## src/rtl/vpu_sram_addr_gen_pkg.sv

```systemverilog
// Shared types and address-mapping helpers for the VPU operand SRAM read path.
// The mapping helpers take the log2 geometry as arguments so any parametrisation can reuse them.
package vpu_sram_addr_gen_pkg;

  localparam int unsigned VPU_ADDR_WIDTH   = 24;
  localparam int unsigned VPU_BANK_CNT     = 4;
  localparam int unsigned VPU_BANK_DEPTH   = 1024;
  localparam int unsigned VPU_DATA_WIDTH   = 512;
  localparam int unsigned VPU_PORT_CNT     = 3;
  localparam int unsigned VPU_LEN_WIDTH    = 6;
  localparam int unsigned VPU_STRIDE_WIDTH = 8;

  localparam int unsigned SRAM_LINE_CNT_LG2 = $clog2(VPU_BANK_CNT * VPU_BANK_DEPTH);

  typedef enum logic {
    BANK_MAP_INTERLEAVE = 1'b0,
    BANK_MAP_CONTIG     = 1'b1
  } vpu_bank_map_mode_t;

  typedef enum logic [1:0] {
    AGEN_IDLE  = 2'd0,
    AGEN_ISSUE = 2'd1,
    AGEN_DONE  = 2'd2
  } vpu_agen_state_t;

  typedef struct packed {
    logic [VPU_PORT_CNT-1:0]                     rvalid;
    logic [VPU_PORT_CNT-1:0][VPU_ADDR_WIDTH-1:0] raddr;
    logic [VPU_LEN_WIDTH-1:0]                    len;
    logic [VPU_STRIDE_WIDTH-1:0]                 stride;
    vpu_bank_map_mode_t                          mode;
  } vpu_rd_req_t;

  // Bits above the line field and the in-line offset are dropped.
  function automatic logic [31:0] get_line_idx(input logic [63:0] addr,
                                               input int unsigned off_lg2,
                                               input int unsigned line_lg2);
    logic [63:0] mask;
    mask = (64'd1 << line_lg2) - 64'd1;
    return 32'((addr >> off_lg2) & mask);
  endfunction

  function automatic logic [31:0] get_bank_id_m(input logic [31:0] line,
                                                input vpu_bank_map_mode_t mode,
                                                input int unsigned bank_lg2,
                                                input int unsigned line_lg2);
    logic [31:0] mask;
    mask = (32'd1 << bank_lg2) - 32'd1;
    if (mode == BANK_MAP_CONTIG)
      return (line >> (line_lg2 - bank_lg2)) & mask;
    return line & mask;
  endfunction

  function automatic logic [31:0] get_row_m(input logic [31:0] line,
                                            input vpu_bank_map_mode_t mode,
                                            input int unsigned bank_lg2,
                                            input int unsigned line_lg2);
    logic [31:0] line_m;
    line_m = line & ((32'd1 << line_lg2) - 32'd1);
    if (mode == BANK_MAP_CONTIG)
      return line_m & ((32'd1 << (line_lg2 - bank_lg2)) - 32'd1);
    return line_m >> bank_lg2;
  endfunction

endpackage

```

## src/rtl/vpu_bank_conflict_arb.sv

```systemverilog
// Greedy same-bank conflict filter: picks pending ports from port 0 upward,
// skipping any port whose bank is already claimed in this group.
module vpu_bank_conflict_arb
  import vpu_sram_addr_gen_pkg::*;
#(
  parameter int unsigned PORT_CNT = 3,
  parameter int unsigned BANK_CNT = 4
) (
  input  logic [PORT_CNT-1:0]                        pending,
  input  logic [PORT_CNT-1:0][$clog2(BANK_CNT)-1:0]  bank_ids,
  output logic [PORT_CNT-1:0]                        group
);

  logic [BANK_CNT-1:0] used;

  always_comb begin
    used  = '0;
    group = '0;
    for (int p = 0; p < int'(PORT_CNT); p++) begin
      if (pending[p] && !used[bank_ids[p]]) begin
        group[p]           = 1'b1;
        used[bank_ids[p]]  = 1'b1;
      end
    end
  end

endmodule

```

## src/rtl/vpu_sram_addr_gen.sv

```systemverilog
// Multi-port operand SRAM read-address sequencer: streams per-beat {bank,row}
// groups for up to PORT_CNT ports, serialising same-bank collisions.
module vpu_sram_addr_gen
  import vpu_sram_addr_gen_pkg::*;
#(
  parameter int unsigned ADDR_WIDTH   = 24,
  parameter int unsigned BANK_CNT     = 4,
  parameter int unsigned BANK_DEPTH   = 1024,
  parameter int unsigned DATA_WIDTH   = 512,
  parameter int unsigned PORT_CNT     = 3,
  parameter int unsigned LEN_WIDTH    = 6,
  parameter int unsigned STRIDE_WIDTH = 8
) (
  input  logic                                          clk,
  input  logic                                          rst,
  input  logic                                          req_valid,
  output logic                                          req_ready,
  input  logic [PORT_CNT-1:0]                           req_rvalid,
  input  logic [PORT_CNT-1:0][ADDR_WIDTH-1:0]           req_raddr,
  input  logic [LEN_WIDTH-1:0]                          req_len,
  input  logic [STRIDE_WIDTH-1:0]                       req_stride,
  input  logic                                          req_mode,
  output logic [PORT_CNT-1:0]                           rd_valid,
  output logic [PORT_CNT-1:0][$clog2(BANK_CNT)-1:0]     rd_bank_id,
  output logic [PORT_CNT-1:0][$clog2(BANK_DEPTH)-1:0]   rd_row,
  output logic [LEN_WIDTH-1:0]                          rd_beat,
  output logic                                          rd_last,
  input  logic                                          rd_ready,
  output logic                                          busy,
  output logic                                          done
);

  localparam int unsigned BANK_LG2  = $clog2(BANK_CNT);
  localparam int unsigned DEPTH_LG2 = $clog2(BANK_DEPTH);
  localparam int unsigned OFF_LG2   = $clog2(DATA_WIDTH);
  localparam int unsigned LINE_LG2  = $clog2(BANK_CNT * BANK_DEPTH);

  vpu_agen_state_t                     state_q;
  vpu_bank_map_mode_t                  mode_q;
  logic [PORT_CNT-1:0]                 active_q;
  logic [PORT_CNT-1:0]                 pend_q;
  logic [PORT_CNT-1:0][LINE_LG2-1:0]   acc_q;
  logic [LEN_WIDTH-1:0]                beat_q;
  logic [LEN_WIDTH-1:0]                len_q;
  logic [STRIDE_WIDTH-1:0]             stride_q;

  vpu_bank_map_mode_t                  cand_mode;
  logic [PORT_CNT-1:0]                 cand_pend;
  logic [PORT_CNT-1:0][LINE_LG2-1:0]   cand_acc;
  logic [LEN_WIDTH-1:0]                cand_beat;
  logic [LEN_WIDTH-1:0]                cand_len;
  logic [PORT_CNT-1:0]                 remaining;

  logic [PORT_CNT-1:0][BANK_LG2-1:0]   bank_c;
  logic [PORT_CNT-1:0][DEPTH_LG2-1:0]  row_c;
  logic [PORT_CNT-1:0]                 group_c;
  logic [PORT_CNT-1:0][BANK_LG2-1:0]   out_bank;
  logic [PORT_CNT-1:0][DEPTH_LG2-1:0]  out_row;
  logic                                last_c;

  // The candidate is whatever the sequencer would present after the next
  // taken edge: a freshly latched request, the next beat, or the rest of
  // the current beat. Outputs are registered from it so they are stable.
  always_comb begin
    remaining = pend_q & ~rd_valid;
    cand_mode = mode_q;
    cand_pend = remaining;
    cand_acc  = acc_q;
    cand_beat = beat_q;
    cand_len  = len_q;
    if (state_q == AGEN_IDLE) begin
      cand_mode = vpu_bank_map_mode_t'(req_mode);
      cand_pend = req_rvalid;
      cand_beat = '0;
      cand_len  = req_len;
      for (int p = 0; p < int'(PORT_CNT); p++)
        cand_acc[p] = LINE_LG2'(get_line_idx(64'(req_raddr[p]), OFF_LG2, LINE_LG2));
    end else if (remaining == '0) begin
      cand_pend = active_q;
      cand_beat = beat_q + LEN_WIDTH'(1);
      for (int p = 0; p < int'(PORT_CNT); p++)
        cand_acc[p] = acc_q[p] + LINE_LG2'(stride_q);
    end
  end

  always_comb begin
    for (int p = 0; p < int'(PORT_CNT); p++) begin
      bank_c[p] = BANK_LG2'(get_bank_id_m(32'(cand_acc[p]), cand_mode, BANK_LG2, LINE_LG2));
      row_c[p]  = DEPTH_LG2'(get_row_m(32'(cand_acc[p]), cand_mode, BANK_LG2, LINE_LG2));
    end
  end

  vpu_bank_conflict_arb #(
    .PORT_CNT (PORT_CNT),
    .BANK_CNT (BANK_CNT)
  ) u_arb (
    .pending  (cand_pend),
    .bank_ids (bank_c),
    .group    (group_c)
  );

  always_comb begin
    for (int p = 0; p < int'(PORT_CNT); p++) begin
      out_bank[p] = group_c[p] ? bank_c[p] : '0;
      out_row[p]  = group_c[p] ? row_c[p]  : '0;
    end
    last_c = (cand_beat == cand_len - LEN_WIDTH'(1)) && ((cand_pend & ~group_c) == '0);
  end

  always_ff @(posedge clk) begin
    if (rst) begin
      state_q    <= AGEN_IDLE;
      mode_q     <= BANK_MAP_INTERLEAVE;
      active_q   <= '0;
      pend_q     <= '0;
      acc_q      <= '0;
      beat_q     <= '0;
      len_q      <= '0;
      stride_q   <= '0;
      req_ready  <= 1'b1;
      rd_valid   <= '0;
      rd_bank_id <= '0;
      rd_row     <= '0;
      rd_beat    <= '0;
      rd_last    <= 1'b0;
      busy       <= 1'b0;
      done       <= 1'b0;
    end else begin
      case (state_q)
        AGEN_IDLE: begin
          if (req_valid && req_ready) begin
            mode_q    <= cand_mode;
            active_q  <= req_rvalid;
            pend_q    <= cand_pend;
            acc_q     <= cand_acc;
            beat_q    <= '0;
            len_q     <= req_len;
            stride_q  <= req_stride;
            req_ready <= 1'b0;
            busy      <= 1'b1;
            if (req_len == '0 || req_rvalid == '0) begin
              state_q <= AGEN_DONE;
              done    <= 1'b1;
            end else begin
              state_q    <= AGEN_ISSUE;
              rd_valid   <= group_c;
              rd_bank_id <= out_bank;
              rd_row     <= out_row;
              rd_beat    <= cand_beat;
              rd_last    <= last_c;
            end
          end
        end
        AGEN_ISSUE: begin
          if (rd_ready) begin
            if (rd_last) begin
              state_q    <= AGEN_DONE;
              done       <= 1'b1;
              rd_valid   <= '0;
              rd_bank_id <= '0;
              rd_row     <= '0;
              rd_beat    <= '0;
              rd_last    <= 1'b0;
            end else begin
              pend_q     <= cand_pend;
              acc_q      <= cand_acc;
              beat_q     <= cand_beat;
              rd_valid   <= group_c;
              rd_bank_id <= out_bank;
              rd_row     <= out_row;
              rd_beat    <= cand_beat;
              rd_last    <= last_c;
            end
          end
        end
        AGEN_DONE: begin
          state_q   <= AGEN_IDLE;
          done      <= 1'b0;
          busy      <= 1'b0;
          req_ready <= 1'b1;
        end
        default: begin
          state_q    <= AGEN_IDLE;
          done       <= 1'b0;
          busy       <= 1'b0;
          req_ready  <= 1'b1;
          rd_valid   <= '0;
          rd_bank_id <= '0;
          rd_row     <= '0;
          rd_beat    <= '0;
          rd_last    <= 1'b0;
        end
      endcase
    end
  end

endmodule

```

## config.mk

```make
export PLATFORM = sky130hd
export DESIGN_NAME = vpu_sram_addr_gen
export DESIGN_NICKNAME = d
export VERILOG_FILES = /design/src/rtl/vpu_sram_addr_gen_pkg.sv /design/src/rtl/vpu_bank_conflict_arb.sv /design/src/rtl/vpu_sram_addr_gen.sv
export SDC_FILE = /design/constraint.sdc
export NUM_CORES = 1
export LEC_CHECK = 0
export CAP_MARGIN = 30
export CORE_ASPECT_RATIO = 1.5
export CORE_MARGIN = 3
export CORE_UTILIZATION = 45
export DETAILED_ROUTE_END_ITERATION = 8
export GPL_ROUTABILITY_DRIVEN = 0
export PLACE_DENSITY_LB_ADDON = 0.2
export RECOVER_POWER = 25
export SYNTH_ARGS = -nofsm -noshare
export SYNTH_HDL_FRONTEND = slang
export SYNTH_SLANG_ARGS = --single-unit
```

## constraint.sdc

```tcl
create_clock -name clk -period 4.5 [get_ports clk]
set_clock_uncertainty 0.15 [all_clocks]
set_input_delay 0.9 -clock clk [delete_from_list [all_inputs] [get_ports clk]]
set_output_delay 0.9 -clock clk [all_outputs]
set_load 0.05 [all_outputs]
```

==> impl_results.rst <==
.. list-table::
   :header-rows: 1

   * - Metric
     - Value
   * - Status
     - complete, but fails checks
   * - Failing checks
     - capacitance limit, slew limit
   * - Netlist area before placement
     - approximately 7000 um^2
   * - Number of antenna violations at the first check in global routing
     - 0
   * - Root buf cell
     - sky130_fd_sc_hd__clkbuf_16
   * - Nature of the critical path startpoint
     - register
   * - Synthesized instance count
     - about 920
   * - Required time worst endpoint
     - around 4.7 ns
   * - Worst r2r dst
     - rd_bank_id[4]$_SDFFE_PP0P_
   * - Core area
     - around 15000 um^2
   * - Via/cell ratio
     - roughly 5.6
   * - First-pass GRT wire length
     - 33100 um
   * - Number of global-route vias before repair
     - roughly 6600
   * - Initial standard-cell utilization of the core
     - between 40% and 50%
   * - Die footprint
     - between 15000 and 20000 um^2
   * - Hold-fix buffers at CTS
     - 0
   * - Growth of design area from synthesis to finish
     - 25.2%
   * - Xor and xnor fraction of the mapped netlist area
     - 5.55%
   * - HP Start
     - len_q[1]$_SDFFE_PP0P_
   * - Number of setup violations in the final report
     - 0
   * - Synth Register Bits
     - 114
   * - Dpl hpwl
     - approximately 16000 um
   * - Final sum of negative setup slack
     - 0 ns
   * - Max-Slew Margin vs Limit
     - -63.7%
   * - Fraction of registers with async set or reset after synthesis
     - 0%
   * - Commonest register cell after synthesis
     - sky130_fd_sc_hd__dfxtp_1
   * - Startpoint of the worst-slack reg-to-reg timing path
     - stride_q[1]$_SDFFE_PP0P_
   * - Cells on Worst Hold Path
     - 2
   * - Total congestion overflow after global routing
     - 0
   * - Std-Cell Rows
     - between 50 and 60
   * - Buffers on Ports
     - between 100 and 150
   * - Final core area utilization
     - roughly three fifths
   * - Syn. warnings
     - 0
   * - Mean instance size in the synthesized netlist
     - between 7 and 8 um^2
   * - Die height
     - 158 um
   * - Post-synth cell types
     - between 60 and 70
   * - Vias after detailed routing
     - between 6000 and 7000
   * - Path category of the worst min-delay check
     - register to register
   * - Total track usage
     - 25.2%
   * - Clock tree from TritonCTS
     - built
   * - Total Routed Length
     - between 20000 and 25000 um
   * - Count of flip-flops with a built-in enable after synthesis
     - 0
   * - Initial drt markers
     - roughly 340
   * - Drc violations
     - 0
   * - Part of the cycle the worst path needs
     - 86.7%
   * - Routed length per placed instance
     - 17.4 um
   * - Clock sink count
     - 114
   * - Peak supply drop
     - between 0.0002 and 0.00025 V
   * - Count of cells along the worst register-to-register path
     - 11
   * - Post-DRT Antenna Nets
     - 0
   * - Final hold viol count
     - 0
   * - Proportion of synthesized chip area in sequential cells
     - about 33%
   * - Post-cts gate resize count
     - 0
   * - Setup repair after global routing missed its margin
     - no
   * - DR pass1 iterations
     - 5
   * - Clock period minus final worst setup slack
     - just under 4 ns
   * - Largest net degree at the start of global routing
     - 50
   * - Mux share of post-synthesis cell area
     - between 3 and 4%
   * - Hold path endpoint
     - len_q[1]$_SDFFE_PP0P_
   * - Number of inserted diodes
     - 0
   * - Largest fanout on the critical path
     - 12
   * - Syn nets
     - roughly 1000
   * - Layout filler cell count
     - about 1400
   * - Die Width
     - 107 um
   * - Pin slew with the least headroom to its limit
     - roughly 2.5 ns
   * - Fraction of layout instances using a drive strength above 1
     - roughly 7.5%
   * - Kind of critical path
     - register to register
   * - Postcts setup bufs
     - 0
   * - Endpoint type of the worst setup path
     - register
   * - Cell Pwr Density
     - about 400 nW/um^2
   * - Final Max Slew Viols
     - 50
   * - Max Fclk
     - approximately 0.26 GHz
   * - Main combinational cell family by area after synthesis
     - compound AO/OA/AOI/OAI gates
   * - Count of nets after finishing
     - ~1100
   * - Reg clk slew, reported paths
     - around 0.06 ns
   * - Arrival time at the worst endpoint
     - roughly 4.1 ns
   * - H-tree lvl count
     - 4
   * - Worst-skew pair later-pin latency
     - around 0.43 ns
   * - Most frequent cells in the layout
     - 165 x sky130_fd_sc_hd__nand2_1, 118 x sky130_fd_sc_hd__a21oi_1, 114 x sky130_fd_sc_hd__dfxtp_1
   * - Adder and majority cell fraction of the synthesized area
     - under 10%
   * - Slack of the worst reg-to-reg path
     - 0.60 ns
   * - Clock buffer count from CTS
     - 17
   * - Commonest non-fill, non-tap cell in the layout
     - sky130_fd_sc_hd__nand2_1
   * - Reported max-cap violation count
     - 1
   * - Simple-Gate Fraction of Synth Area
     - a little under a quarter
   * - Leak pwr
     - ~0.0034 uW
   * - I/O pin count
     - about 140
   * - Largest buffer count on any clock path
     - 2
   * - Complex-gate fraction of the synthesized area
     - about 24%
[final cells by class]
type / count / area [um^2] / share of cell area, %
inverter: 10 / 37.5 / 0.433
multi-input combinational: 741 / 4370 / 50.5
clock inverter: 14 / 108 / 1.24
tap: 196 / 245 / 2.83
clock buffer: 18 / 439 / 5.07
sequential: 114 / 2280 / 26.3
timing repair buffer: 123 / 1180 / 13.6
[synth_stat cells, drive strengths merged, types with 5 or more instances]
master | number | area, um^2
nand2 | 166 | 626
a21oi | 119 | 596
dfxtp | 114 | 2280
nor2 | 113 | 429
o21ai | 62 | 310
clkbuf | 47 | 178
ha | 26 | 325
nor3 | 25 | 136
xnor2 | 23 | 201
a22o | 22 | 193
mux2i | 20 | 200
xor2 | 20 | 183
a211oi | 15 | 113
a22oi | 13 | 97.6
nand3 | 13 | 65.1
buf | 11 | 61.3
inv | 10 | 37.5
nor2b | 9 | 86.3
a21o | 8 | 60.1
o31ai | 8 | 70.1
nor4 | 6 | 58.8
or3 | 6 | 37.5
a31oi | 5 | 31.3
mux2 | 5 | 56.3
nand4 | 5 | 31.3
o211ai | 5 | 37.5
[power by group]
group / internal (uW) / leakage (uW) / total, uW / switching, uW
Clock: 723 / 0.000263 / 1250 / 527
Sequential: 1090 / 0.000929 / 1160 / 72.5
Combinational: 358 / 0.00217 / 979 / 620
[cells by family (layout without fill, tap and decap cells)]
family                     count (synthesis)  count (layout)
DFF                                      114             114
adders and majority gates                 29              29
xor gates and xnor gates                  43              43
muxes                                     25              25
and+or+nand+nor                          367             367
AOI/OAI and AO/OA                        277             277
buffers and inverters                     68             165
[flip-flops by register name, summed over array words and instances, names as in the netlist]
name        count
acc_q          36
active_q        3
beat_q          6
busy            1
done            1
len_q           6
mode_q          1
pend_q          3
rd_bank_id      6
rd_beat         6
rd_last         1
rd_row         30
rd_valid        3
req_ready       1
state_q         2
stride_q        8
[through the flow]
| stage | total power [uW] | worst slack (ns) | area, um^2 | hold slack, ns | cells |
|---|---|---|---|---|---|
| floorplan | 1840 | 1.10 | 6920 | 0.286 | 923 |
| global placement | 2140 | 0.464 | 8120 | 0.292 | 1184 |
| detailed placement | 2150 | 0.464 | 8120 | 0.297 | 1184 |
| CTS | 3400 | 0.597 | 8670 | 0.305 | 1216 |
| global route | 3550 | 0.327 | 8660 | 0.318 | 1216 |
| finish | 3390 | 0.597 | 8660 | 0.304 | 1216 |
[worst max-delay path by stage]
stage / start / endpoint / slack, ns / cells after the start
6_report: stride_q[1]$_SDFFE_PP0P_ / rd_bank_id[4]$_SDFFE_PP0P_ / 0.60 / 11
5_1_grt: stride_q[1]$_SDFFE_PP0P_ / rd_bank_id[2]$_SDFFE_PP0P_ / 0.33 / 11
4_1_cts: stride_q[1]$_SDFFE_PP0P_ / rd_bank_id[4]$_SDFFE_PP0P_ / 0.60 / 11
3_5_place_dp: req_len[2] / rd_bank_id[2]$_SDFFE_PP0P_ / 0.46 / 9
3_3_place_gp: req_len[2] / rd_bank_id[2]$_SDFFE_PP0P_ / 0.46 / 9
2_1_floorplan: stride_q[1]$_SDFFE_PP0P_ / rd_row[21]$_SDFFE_PP0P_ / 1.10 / 12
[metal layers]
layer | up-vias | GRT usage, % | wire, um | part of all wire, %
met5 | - | 0 | 0 | 0
met4 | 0 | 16.5 | 1320 | 6.2
met3 | 52 | 4.45 | 809 | 3.8
met2 | 162 | 44.9 | 10800 | 51
met1 | 3215 | 27.1 | 8220 | 39
li1 | 3417 | - | - | -
[critical path: stages, from the launching register on]
cell and delay (ns):
sky130_fd_sc_hd__dfxtp_1 0.58, sky130_fd_sc_hd__ha_1 0.33, sky130_fd_sc_hd__a211oi_1 0.26, sky130_fd_sc_hd__nor2_1 0.12, sky130_fd_sc_hd__o31ai_2 0.28, sky130_fd_sc_hd__a21oi_1 0.21
sky130_fd_sc_hd__mux2_1 0.36, sky130_fd_sc_hd__a221oi_2 0.42, sky130_fd_sc_hd__xor2_1 0.11, sky130_fd_sc_hd__or4_1 0.51, sky130_fd_sc_hd__and3b_4 0.26, sky130_fd_sc_hd__a22o_1 0.21
(Power assumes the default switching activity.)
